$ cat src/rtl/garage_door_ctrl.sv
// garage_door_ctrl: single-door opener. Drives the open/close motors from a
// debounced Activate button and the two limit switches. Adds stop/resume,
// obstacle auto-reverse while closing, a travel timeout and a limit-switch
// consistency check. Both timeout and limit faults are sticky until RST.
//
// Build option: DIR_GAP_EN - when defined, an obstacle reversal passes through
// REV_WAIT (both motors off for GAP_CYCLES cycles) before opening. When
// undefined, closing turns directly into opening on the same edge.
//
// state    | meaning
// IDLE     | motors off, waiting for an Activate edge
// MV_UP    | opening (UP_M on)
// MV_DN    | closing (DN_M on)
// STOPPED  | halted mid-travel, next edge resumes in the opposite direction
// FAULT    | motors off, sticky until RST
// REV_WAIT | dead time before an obstacle reversal (DIR_GAP_EN only)
module garage_door_ctrl #(
  parameter int TIMEOUT_CYCLES = 1000,
  parameter int CNT_W          = 16,
  parameter int GAP_CYCLES     = 4
) (
  input  logic       CLK,
  input  logic       RST,
  input  logic       Activate,
  input  logic       Up_MAX,
  input  logic       Dn_MAX,
  input  logic       Obstacle,
  output logic       UP_M,
  output logic       DN_M,
  output logic       Fault,
  output logic [2:0] Door_State
);

  typedef enum logic [2:0] {
    S_IDLE     = 3'd0,
    S_MV_UP    = 3'd1,
    S_MV_DN    = 3'd2,
    S_STOPPED  = 3'd3,
`ifdef DIR_GAP_EN
    S_FAULT    = 3'd4,
    S_REV_WAIT = 3'd5
`else
    S_FAULT    = 3'd4
`endif
  } state_t;

  // Parameter sanity: the counter must be able to reach both terminal counts.
  if (TIMEOUT_CYCLES < 1 || (TIMEOUT_CYCLES >> CNT_W) != 0) begin : g_bad_timeout
    $error("TIMEOUT_CYCLES must be >= 1 and fit in CNT_W bits");
  end
  if (GAP_CYCLES < 1 || (GAP_CYCLES >> CNT_W) != 0) begin : g_bad_gap
    $error("GAP_CYCLES must be >= 1 and fit in CNT_W bits");
  end

  localparam logic [CNT_W-1:0] TO_LAST  = CNT_W'(TIMEOUT_CYCLES - 1);
`ifdef DIR_GAP_EN
  localparam logic [CNT_W-1:0] GAP_LAST = CNT_W'(GAP_CYCLES - 1);
`endif

  state_t           state, state_nxt;
  logic [CNT_W-1:0] cnt, cnt_nxt;
  logic             last_dir, last_dir_nxt;   // 1 = was opening when stopped
  logic             act_q;
  logic             act_pulse;
  logic             limits_bad;
  logic             timeout;

  assign act_pulse  = Activate & ~act_q;
  assign limits_bad = Up_MAX & Dn_MAX;
  assign timeout    = (cnt == TO_LAST);

  // Next-state, travel/gap counter and stop-direction decode.
  always_comb begin
    state_nxt    = state;
    cnt_nxt      = '0;
    last_dir_nxt = last_dir;
    unique case (state)
      S_IDLE: begin
        if (act_pulse) begin
          // Only "fully open" sends the door down; closed or mid-way opens it.
          if (Up_MAX && !Dn_MAX) state_nxt = S_MV_DN;
          else                   state_nxt = S_MV_UP;
        end
      end
      S_MV_UP: begin
        if (Up_MAX)         state_nxt = S_IDLE;
        else if (timeout)   state_nxt = S_FAULT;
        else if (act_pulse) begin
          state_nxt    = S_STOPPED;
          last_dir_nxt = 1'b1;
        end else            cnt_nxt = cnt + 1'b1;
      end
      S_MV_DN: begin
        if (Dn_MAX)         state_nxt = S_IDLE;
        else if (Obstacle) begin
`ifdef DIR_GAP_EN
          state_nxt = S_REV_WAIT;
`else
          state_nxt = S_MV_UP;
`endif
        end
        else if (timeout)   state_nxt = S_FAULT;
        else if (act_pulse) begin
          state_nxt    = S_STOPPED;
          last_dir_nxt = 1'b0;
        end else            cnt_nxt = cnt + 1'b1;
      end
      S_STOPPED: begin
        if (act_pulse) begin
          // Never start closing into a blocked beam.
          if (last_dir) begin
            if (!Obstacle) state_nxt = S_MV_DN;
          end else begin
            state_nxt = S_MV_UP;
          end
        end
      end
`ifdef DIR_GAP_EN
      S_REV_WAIT: begin
        if (cnt == GAP_LAST) state_nxt = S_MV_UP;
        else                 cnt_nxt   = cnt + 1'b1;
      end
`endif
      S_FAULT: state_nxt = S_FAULT;
      default: state_nxt = S_FAULT;
    endcase
    // Both limits active at once is physically impossible: wiring/sensor fault.
    if (state != S_FAULT && limits_bad) begin
      state_nxt = S_FAULT;
      cnt_nxt   = '0;
    end
  end

  // State, counter and registered Moore outputs; motors drop as soon as RST rises.
  always_ff @(posedge CLK or posedge RST) begin
    if (RST) begin
      state    <= S_IDLE;
      cnt      <= '0;
      last_dir <= 1'b0;
      act_q    <= 1'b0;
      UP_M     <= 1'b0;
      DN_M     <= 1'b0;
      Fault    <= 1'b0;
    end else begin
      state    <= state_nxt;
      cnt      <= cnt_nxt;
      last_dir <= last_dir_nxt;
      act_q    <= Activate;
      UP_M     <= (state_nxt == S_MV_UP);
      DN_M     <= (state_nxt == S_MV_DN);
      Fault    <= (state_nxt == S_FAULT);
    end
  end

  assign Door_State = state;

endmodule

$ cat config.mk
export PLATFORM = sky130hd
export DESIGN_NAME = garage_door_ctrl
export DESIGN_NICKNAME = d
export VERILOG_FILES = /design/src/rtl/garage_door_ctrl.sv
export SDC_FILE = /design/constraint.sdc
export NUM_CORES = 1
export LEC_CHECK = 0
export BUFFER_PORTS_ARGS = -buffer_cell sky130_fd_sc_hd__buf_2
export CORE_MARGIN = 2
export CORE_UTILIZATION = 33
export CTS_BUF_LIST = sky130_fd_sc_hd__clkbuf_8
export CTS_CLUSTER_DIAMETER = 60
export DETAILED_ROUTE_END_ITERATION = 10
export PLACE_DENSITY = 0.51
export SLEW_MARGIN = 30
export SYNTH_ARGS = -nofsm -noshare
export SYNTH_HDL_FRONTEND = slang
export SYNTH_SLANG_ARGS = --single-unit
$ cat constraint.sdc
create_clock -name CLK -period 2 [get_ports CLK]
set_clock_uncertainty 0.05 [all_clocks]
set_input_delay 0 -clock CLK [delete_from_list [all_inputs] [get_ports CLK]]
set_output_delay 0 -clock CLK [all_outputs]
set_load 0.005 [all_outputs]
---- After elaboration in Yosys (flattened, before gate mapping) ----
Cells that the tools add are included.
storage, ports and cells
  register bits after elaboration ......... 24
  bits of input ports ..................... 6
  output and inout bits ................... 6
  logic and storage cells ................. 59
cells by class
  $add $sub $neg .......................... 1
  equality and inequality tests ........... 15
  multiplexer cells ....................... 27
  bitwise logic cells ..................... 3
  reduce and logical (&&, ||, !) cells .... 6
operator list
  operator                                                            number
  16-bit two-way mux                                                  6
  16-bit case mux with 2 select lines                                 1
  3-bit two-way mux                                                   10
  16-bit by 1-bit adder with 16-bit output (second input constant)    1
  16-bit by 10-bit == test with 1-bit output (second input constant)  1
  2-bit != test (second input constant)                               7
  3-bit case mux with 4 select lines                                  1
  3-bit by 2-bit == test with 1-bit output (second input constant)    3
  8-bit AND reduction                                                 1
  1-bit two-way mux                                                   7
  3-bit by 1-bit == test with 1-bit output (second input constant)    2
  3-bit == test (second input constant)                               1
  3-bit logical NOT                                                   1
  3-bit != test (second input constant)                               1
  1-bit bitwise AND                                                   2
  1-bit logical AND                                                   2
  2-bit two-way mux                                                   1
  1-bit case mux with 2 select lines                                  1
  2-bit nonzero test                                                  1
  1-bit logical NOT                                                   1
  1-bit inverter                                                      1

---- Longest topological paths before layout ----
Gate-level depths: netlist (run 1).
  depth after elaboration ................. 9
  gate-level depth with buffers ........... 6
  depth with buffers taken out ............ 5

---- Worst setup path after synthesis (run 1) ----
OpenSTA, ideal clock, no wires.
  kind .................................... register to register
  from .................................... register cnt[3]
  to ...................................... register UP_M
  library setup time ...................... 0.101 ns
  arrival ................................. 1.819 ns
  data required time ...................... 1.849 ns
  setup slack ............................. 0.031 ns
  stages on the path, launching flop included .. 5
  path buffers ............................ 0
  clock period less this slack ............ 1.969 ns
  cell sequence ........................... dfrtp_1 or4_4 or4_4 o211a_1 nor4_1
between the ends
  longest elaborated chain between the ends .. 7
  elaborated cells between the ends (all ways) .. 8
  those cells by class .................... eq/ne (2); mux (6)
RTL lines
  item                                          line  text
  start: declaration                            61    logic [CNT_W-1:0] cnt, cnt_nxt;
  start signal: assignment                      146   cnt <= cnt_nxt;
  16-bit by 10-bit == test with 1-bit output *  70    assign timeout = (cnt == TO_LAST);
  3-bit two-way mux *                           102   else if (timeout) state_nxt = S_FAULT;
  3-bit two-way mux                             95    else if (Obstacle) begin
  3-bit two-way mux                             94    if (Dn_MAX) state_nxt = S_IDLE;
  3-bit case mux with 4 select lines *          77    unique case (state)
  3-bit two-way mux *                           128   if (state != S_FAULT && limits_bad) begin
  3-bit by 1-bit == test with 1-bit output *    149   UP_M <= (state_nxt == S_MV_UP);
  end signal: assignment                        149
  end: declaration                              28    output logic UP_M,
Mark *: on every way between the ends. The rest lies on a longest branch, timed or not.
A chain may end at the register's enable or synchronous reset.

---- Final worst setup path (run 1) ----
  from .................................... register cnt[3]
  to ...................................... register DN_M
between the ends
  longest elaborated chain between the ends .. 7
  elaborated cells between the ends (all ways) .. 8
  those cells by class .................... eq/ne (2); mux (6)
RTL lines
  item                                          line  text
  16-bit by 10-bit == test with 1-bit output *  70
  3-bit two-way mux *                           102
  3-bit two-way mux                             95
  3-bit two-way mux                             94
  3-bit case mux with 4 select lines *          77
  3-bit two-way mux *                           128
  3-bit by 2-bit == test with 1-bit output *    150   DN_M <= (state_nxt == S_MV_DN);
  end signal: assignment                        150
  end: declaration                              29    output logic DN_M,
Marks and branches as above.

==> summary.txt, run 1 <==
Outcome: complete, but fails checks
Violated checks: setup timing
Worst path bufs/invs: 0
Worst setup path end: DN_M
Residual DRC count: 0
Initial Utilization: 0.342
Overall global routing resource usage: 0.128
R2R setup slack: -20 ps
Initial DRC Count: 78
Maximum number of pins on one net before global-route repair: 19
Worst R2R Path Depth: 4
Seq/Total Area, Yosys: 0.480
Final WL: 2.48 mm
Slowest cell on crit path: or4_4
Total CTS buffers: 3
Final net count: 165
Seq cells post-synth: 24
Area after DPL: 1430 µm²
Final setup vio count: 2
Upper clock frequency limit: 495 MHz
CTS root buffer: clkbuf_8
Grt total ovfl: 0
CP top delay family: compound AO/OA/AOI/OAI gates
RSZ-0062 raised after global routing: yes
Die Span Y: 65.6 µm
Library cells used by synthesis: 38
Most frequent cells in the layout: dfrtp_1, nor2_1, buf_4, buf_2
Detailed placement HPWL: 1.83 mm
Async SR Flop Fraction: 1.00
Area Growth Syn to Fin: 22.1%
Port bufs: 11
Post-synth net total: 137
Worst EP required: 2140 ps
Origin of the worst setup path: cnt[3]
CTS tree: built
RR Startpoint: cnt[3]
Synth Cell Area: 1250 µm²
Routed via count: 1027
Die width: 65.6 µm
HP Class: input pin to flop
Commonest non-fill, non-tap cell in the layout: dfrtp_1
Post-layout util: 0.417
CP max stage delay: 530 ps
Final period util: 1.01
CP startpoint kind: flop
Finished layout cell area: 1530 µm²
Post-Syn Area per Cell: 9.62 µm²
Setup crit end kind: flop
Number of global-route vias before repair: 985
Critical path type: flop to flop
Worst setup margin: -21.4 ps
DRT met1 WL: 1.18 mm
CP Cell Sequence: or4_4 -> o41a_1 -> a211oi_2 -> a21boi_2
Max-slew violations: 0
Synth warn: 0
Min Hold Slack: 84.2 ps
Boundary Pins: 12
Arr. time, crit path: 2160 ps
Final min period: 2020 ps
First-pass GRT wire length: 4.33 mm
Post-synth EDFFs: 0
PnR Total Power: 797 µW
Post-Synthesis Cells: 130
Slew @ Worst Pin: 538 ps
MaxCap Viol Count: 0
CTS sink cnt: 24
Primary FF master, synth: dfrtp_1
Layout cells sized above 1: 0.237
Vias per inst: 5.03
Pleak: 0.000627 µW
Max Buffers Root-to-Sink: 2
Met3 routed WL: 86 µm
Initial antenna violation count: 0
VDD IR max: 293 µV
# diodes: 0
Worst path depth: 4
Worst slew margin relative to its limit: 0.632
Crit Reg-Reg Endpoint: DN_M
ANT nets after route: 0
Cell row count: 22
Placer Congestion: 0.855
Worst-skew pair later-pin latency: 260 ps
CTS clock-pin slew for the worst setup and hold paths: 80 ps
PwrDens: 521 nW/µm²
Top routing layer used: met4
Avg WL per Cell: 12.1 µm
Final Hold Fails: 0
H-tree depth: 1
WL met2: 1.20 mm
Core area: 3660 µm²
Max Fanout on Critical Path: 4
Die footprint: 4300 µm²
DR pass1 iterations: 4
## through the flow
stage	setup WS, ps	std cells	TNS (ps)
after global placement	27.8	196	0
after floorplan	30.6	130	0
after detailed placement	-1.10	196	-1.10
after CTS	-24.2	201	-24.2
after global routing	-86.3	204	-185
final	-21.4	204	-34.6
## repair_timing
action	CTS	global route
hold buffers	2	0
setup buffers	0	3
setup endpoints to repair	1	19
resized for setup	0	3
endpoints found under the hold margin	25	0
pin swaps	0	0
## where the power goes
group / internal, µW / total, µW / switching [µW]
registers: 486 / 487 / 1.32
clock network: 134 / 275 / 141
logic: 12.2 / 33.7 / 21.5
## cell type report
class	instances	area, µm²
timing repair buffer	26	173
sequential	24	601
tap	48	60.1
fill	363	2130
multi-input combinational	94	619
clock buffer	3	41.3
inverter	9	33.8
## cell families after synthesis
group                      share of synthesized area
and+or+nand+nor                                0.272
DFF                                            0.480
AOI/OAI and AO/OA                              0.116
xor gates and xnor gates                      0.0840
buffers and inverters                         0.0380
adders and majority gates                     0.0100
## synth_stat cells (3+ instances only)
cell type  number  share of area
dfrtp_1        24           0.48
nor2_1         21          0.063
inv_1           9          0.027
nand2_1         9          0.027
xnor2_1         9          0.063
nand3_1         5          0.020
a21oi_1         4          0.016
nor4_1          3          0.015
o21ai_0         3          0.012
or3_1           3          0.015
or4_1           3          0.018
or4_4           3          0.027
xor2_1          3          0.021
## metal layers
layer,vias to the layer above,global-route usage
met2,18,0.223
met5,-,0
met1,495,0.161
li1,512,-
met3,2,0.0257
met4,0,0.0313
## sequential cells by signal, summed over array words and instances (netlist names)
register and count:
last_dir 1, cnt 16, Fault 1, Door_State 3, act_q 1, DN_M 1
UP_M 1
## how the worst min path moves through the flow
stage | startpoint | to | slack, ps | cells past startpoint
finish | Dn_MAX | Door_State[0] | 80 | 4
floorplan | RST | DN_M | -40 | 1
global route | Dn_MAX | Door_State[2] | 100 | 3
CTS | Dn_MAX | Door_State[0] | 70 | 4
detailed placement | RST | Fault | -120 | 2
global placement | RST | Fault | -130 | 2
## worst reg2reg max path, delay by kind of cell (launching register included)
family	cells	cell delay (ps)
AO/OA/AOI/OAI	3	1000
flip-flops	1	380
AND/OR/NAND/NOR	1	530
(Power assumes the default switching activity.)
==> inputs of run 2 (changes only) <==
--- a/config.mk
+++ b/config.mk
@@ -11,7 +11,7 @@
 export CTS_BUF_LIST = sky130_fd_sc_hd__clkbuf_8
 export CTS_CLUSTER_DIAMETER = 60
 export DETAILED_ROUTE_END_ITERATION = 10
-export PLACE_DENSITY = 0.51
+export PLACE_DENSITY = 0.5
 export SLEW_MARGIN = 30
 export SYNTH_ARGS = -nofsm -noshare
 export SYNTH_HDL_FRONTEND = slang
==> constraint.sdc (replaced) <==
create_clock -name CLK -period 2.15 [get_ports CLK]
set_clock_uncertainty 0.05 [all_clocks]
set_input_delay 0 -clock CLK [delete_from_list [all_inputs] [get_ports CLK]]
set_output_delay 0 -clock CLK [all_outputs]
set_load 0.005 [all_outputs]
==> run 2 against run 1 <==
  * The flow now finishes without violations
  * Combinational power decreased by 9.8%
  * Hold slack got worse by 37 ps
  * Wire length about the same
  * Sequential power decreased by 7.0%
  * Non-clock buffer count decreased by 8
  * Clock power increased by 10%
  * Setup slack improved by 160 ps
  * Critical path depth unchanged
  * Utilization decreased by 1.6 points
  * Largest power group unchanged
  * Highest routed layer unchanged
==> summary.txt, run 2 (same netlist as run 1, synthesis figures left out) <==
DRT met1 WL: 1.15 mm
WL met2: 1.18 mm
Vias per inst: 5.06
Slowest cell on crit path: or4_4
First-pass GRT wire length: 4.35 mm
Final min period: 2010 ps
Worst slew margin relative to its limit: 0.644
Most frequent cells in the layout: dfrtp_1, nor2_1, buf_2
Max-slew violations: 0
Residual DRC count: 0
CP max stage delay: 530 ps
Outcome: complete, no violations
Upper clock frequency limit: 497 MHz
Area Growth Syn to Fin: 17.4%
Initial Utilization: 0.342
# diodes: 0
Detailed placement HPWL: 1.86 mm
CTS sink cnt: 24
HP Class: input pin to flop
Die Span Y: 65.6 µm
Placer Congestion: 0.783
Slew @ Worst Pin: 521 ps
DR pass1 iterations: 4
Fin Setup TNS: 0 ps
Cell row count: 22
Routed via count: 997
CP startpoint kind: flop
Setup crit end kind: flop
Maximum number of pins on one net before global-route repair: 25
Pre-CTS setup slack: 130 ps
Die footprint: 4300 µm²
VDD IR max: 162 µV
Arr. time, crit path: 2160 ps
Fin cells: 197
CTS clock-pin slew for the worst setup and hold paths: 80 ps
Fillcell total: 378
Number of global-route vias before repair: 971
Biggest register: cnt
Max Buffers Root-to-Sink: 2
Initial DRC Count: 59
Total CTS buffers: 3
MaxCap Viol Count: 0
Overall global routing resource usage: 0.132
Grt total ovfl: 0
Setup Fix Bufs, Post-CTS: 0
CP Cell Sequence: or4_4 -> o41a_1 -> a211oi_2 -> a21boi_2
Max Fanout on Critical Path: 4
Final WL: 2.48 mm
Commonest non-fill, non-tap cell in the layout: dfrtp_1
Core area: 3660 µm²
Final period util: 0.936
Port bufs: 11
CTS root buffer: clkbuf_8
Worst-skew pair later-pin latency: 270 ps
Dpl cells: 191
Layout cells sized above 1: 0.195
Pleak: 0.000590 µW
Boundary Pins: 12
Critical path type: flop to flop
Die width: 65.6 µm
ANT nets after route: 0
Final net count: 157
Initial antenna violation count: 0
H-tree depth: 1
Worst setup margin: 138 ps
Worst EP required: 2300 ps
Met3 routed WL: 92 µm
Top routing layer used: met4
Final Hold Fails: 0
Worst path bufs/invs: 0
PwrDens: 536 nW/µm²
Final setup vio count: 0
Max FFs per register: 16
RSZ-0062 raised after global routing: no
CP top delay family: compound AO/OA/AOI/OAI gates
CTS tree: built
Avg WL per Cell: 12.6 µm
-- run 2: cell count changes in the layout (fill, tap and decap cells not counted) --
cell      previous run  this run
nand3_2              0         1
or3_1                2         3
clkbuf_8             3         4
or3_4                1         0
nand3_4              1         0
buf_4               13         5
-- run 2: worst min-delay path: cells and delay by family --
kind / cells / cell delay [ps]
buffers and inverters: 1 / 140
AND/OR/NAND/NOR: 3 / 190
-- run 2: what timing repair did --
| action | in CTS | in global routing |
|---|---|---|
| hold buffers | 2 | 0 |
| resized for setup | 0 | 1 |
| hold endpoints to repair | 25 | 0 |
| endpoints found under the setup margin | 0 | 1 |
-- run 2: area by class of cell --
| type | count | area (µm²) | area share |
|---|---|---|---|
| Inverter | 9 | 33.8 | 0.0230 |
| Sequential cell | 24 | 601 | 0.409 |
| Tap cell | 48 | 60.1 | 0.0409 |
| Clock buffer | 4 | 55.1 | 0.0375 |
| Multi-Input combinational cell | 94 | 607 | 0.413 |
| Timing Repair Buffer | 18 | 113 | 0.0767 |
-- run 2: power breakdown --
group	total [µW]	switching (µW)	internal [µW]
clock	303	140	164
combinational	30.4	19.0	11.4
sequential	453	1.14	452
-- run 2: final timing paths --
kind | from | end | slack [ps] | cells past startpoint
worst max-delay path | cnt[3] | DN_M | 140 | 4
worst min register to register | cnt[0] | cnt[0] | 440 | 1
min in group asynchronous | RST | DN_M | 270 | 4
worst max register to register | cnt[3] | DN_M | 140 | 4
worst min-delay path | Dn_MAX | Door_State[0] | 50 | 4
max in group asynchronous | RST | cnt[12] | 1550 | 4
-- run 2: through the flow --
step | power (µW) | util | cell area [µm²] | hold WS, ps
CTS | 798 | 0.400 | 1470 | 40.3
global route | 823 | 0.401 | 1470 | 75.8
detailed placement | 491 | 0.380 | 1390 | 20.6
floorplan | 477 | - | 1250 | -35.4
finish | 787 | 0.401 | 1470 | 47.7
global placement | 491 | 0.380 | 1390 | 10.3
-- run 2: routing by layer --
layer / GRT usage / vias to the layer above
li1: - / 496
met1: 0.167 / 479
met2: 0.218 / 17
met3: 0.0257 / 5
met4: 0.0625 / 0
met5: 0 / -
==> inputs of run 3 (changes only) <==
--- a/config.mk
+++ b/config.mk
@@ -7,11 +7,12 @@
 export LEC_CHECK = 0
 export BUFFER_PORTS_ARGS = -buffer_cell sky130_fd_sc_hd__buf_2
 export CORE_MARGIN = 2
-export CORE_UTILIZATION = 33
+export CORE_UTILIZATION = 35
 export CTS_BUF_LIST = sky130_fd_sc_hd__clkbuf_8
 export CTS_CLUSTER_DIAMETER = 60
+export CTS_CLUSTER_SIZE = 12
 export DETAILED_ROUTE_END_ITERATION = 10
-export PLACE_DENSITY = 0.5
+export PLACE_DENSITY = 0.52
 export SLEW_MARGIN = 30
 export SYNTH_ARGS = -nofsm -noshare
 export SYNTH_HDL_FRONTEND = slang
==> run 3 against run 2 <==
  * Via count grew 1.9%
  * Sequential share of layout area is the same
  * Clock-buffer cell count is the same
  * Maximum frequency shrank 2.1%
  * Utilization grew 3.2 points
  * Critical path depth is the same
  * Wire length grew 7.2%
  * Critical path type unchanged
  * Highest routed layer unchanged
==> summary.txt, run 3 (same netlist as run 1, synthesis figures left out) <==
Outcome: complete, no violations
Arr. time, crit path: 2200 ps
Worst setup margin: 94.1 ps
Switch Pwr: 163 µW
Worst slew margin relative to its limit: 0.616
Max-slew violations: 0
Max FFs per register: 16
Die footprint: 4070 µm²
Biggest register: cnt
Crit Reg-Reg Endpoint: DN_M
Placer Congestion: 0.846
Final min period: 2060 ps
Finished layout cell area: 1470 µm²
Worst hold start: Dn_MAX
First-pass GRT wire length: 4.85 mm
VDD IR max: 240 µV
Hold Path Depth: 3
Final WL: 2.66 mm
Final net count: 157
WHS Endpoint: Door_State[2]
Routed via count: 1016
Grt total ovfl: 0
CTS tree: built
CTS sink cnt: 24
Setup Fix Bufs, Post-CTS: 0
Initial antenna violation count: 0
Setup crit end kind: flop
Die width: 63.8 µm
Cell row count: 21
Worst EP required: 2290 ps
Maximum number of pins on one net before global-route repair: 20
RSZ-0062 raised after global routing: no
Initial Utilization: 0.369
Die Span Y: 63.8 µm
Max Buffers Root-to-Sink: 2
Fillcell total: 339
PnR Total Power: 790 µW
Initial DRC Count: 51
Commonest non-fill, non-tap cell in the layout: dfrtp_1
Switching portion of total power: 0.206
Combined area of the multi-input logic cells: 609 µm²
Vias per inst: 5.21
Reg area: 601 µm²
DR pass1 iterations: 4
CTS root buffer: clkbuf_8
# diodes: 0
Part of the power in registers: 0.574
Slew @ Worst Pin: 561 ps
Area Growth Syn to Fin: 17.4%
Pleak: 0.000590 µW
Upper clock frequency limit: 486 MHz
Power share of the clock group: 0.387
CTS clock-pin slew for the worst setup and hold paths: 90 ps
Port bufs: 11
Residual DRC count: 0
CP startpoint kind: flop
Combinational share of power: 0.039
MaxCap Viol Count: 0
Overall global routing resource usage: 0.152
Number of global-route vias before repair: 1075
Cell internal pwr: 627 µW
Final setup vio count: 0
Post-layout util: 0.433
Worst R2R Path Depth: 4
Boundary Pins: 12
Worst-skew pair later-pin latency: 270 ps
Critical path type: flop to flop
Final Hold Fails: 0
Total CTS buffers: 3
Fin Setup TNS: 0 ps
Max Fanout on Critical Path: 4
RR Startpoint: cnt[10]
Final period util: 0.956
Core area: 3390 µm²
Pre-CTS setup slack: 69.2 ps
R2R setup slack: 90 ps
Detailed placement HPWL: 1.95 mm
HP Class: input pin to flop
Layout cells sized above 1: 0.195
ANT nets after route: 0
Avg WL per Cell: 13.6 µm
H-tree depth: 1
Area after DPL: 1390 µm²
Most frequent cells in the layout: dfrtp_1, nor2_1, buf_2
PwrDens: 538 nW/µm²
[run 3: power by group through the flow]
stage	Sequential [µW]	Combinational, µW	Clock, µW
finish	453	31.0	306
global route	454	35.8	341
CTS	453	31.9	319
detailed placement	462	29.1	0
global placement	462	28.1	0
floorplan	462	15.2	0
[run 3: per-layer routing]
metal,GRT usage,part of all wire,vias to the layer above
li1,-,-,501
met1,0.196,0.46,483
met2,0.241,0.48,23
met3,0.0229,0.028,9
met4,0.0897,0.030,0
met5,0,0,-
[run 3: repair_timing]
action,CTS,global route
endpoints found under the hold margin,25,0
hold buffers,2,0
gates resized for setup,0,1
setup endpoints to repair,0,1
[run 3: critical path, cell delays in order (launching register included)]
cell and delay, ps:
dfrtp_1 420, or4_4 550, o41a_1 480, a211oi_2 290
a21boi_1 190
[run 3: metrics by stage]
stage	hold slack, ps	instances
final	75.3	195
after global routing	102	195
after CTS	42.7	195
after detailed placement	-131	189
after global placement	-137	189
after floorplan	-35.4	130
[run 3: final cells by class]
type                            count  share of cell area
Timing Repair Buffer               18              0.0767
Tap cell                           46              0.0392
Inverter                            9              0.0230
Sequential cell                    24               0.409
Clock buffer                        4              0.0375
Multi-Input combinational cell     94               0.415
[run 3: worst max-delay path by stage]
stage	startpoint	end	slack, ps	cells after the start
after floorplan	cnt[3]	UP_M	180	4
final	cnt[10]	DN_M	90	4
after detailed placement	cnt[10]	UP_M	70	4
after CTS	cnt[10]	UP_M	40	4
after global routing	cnt[10]	DN_M	20	4
after global placement	cnt[10]	UP_M	170	4
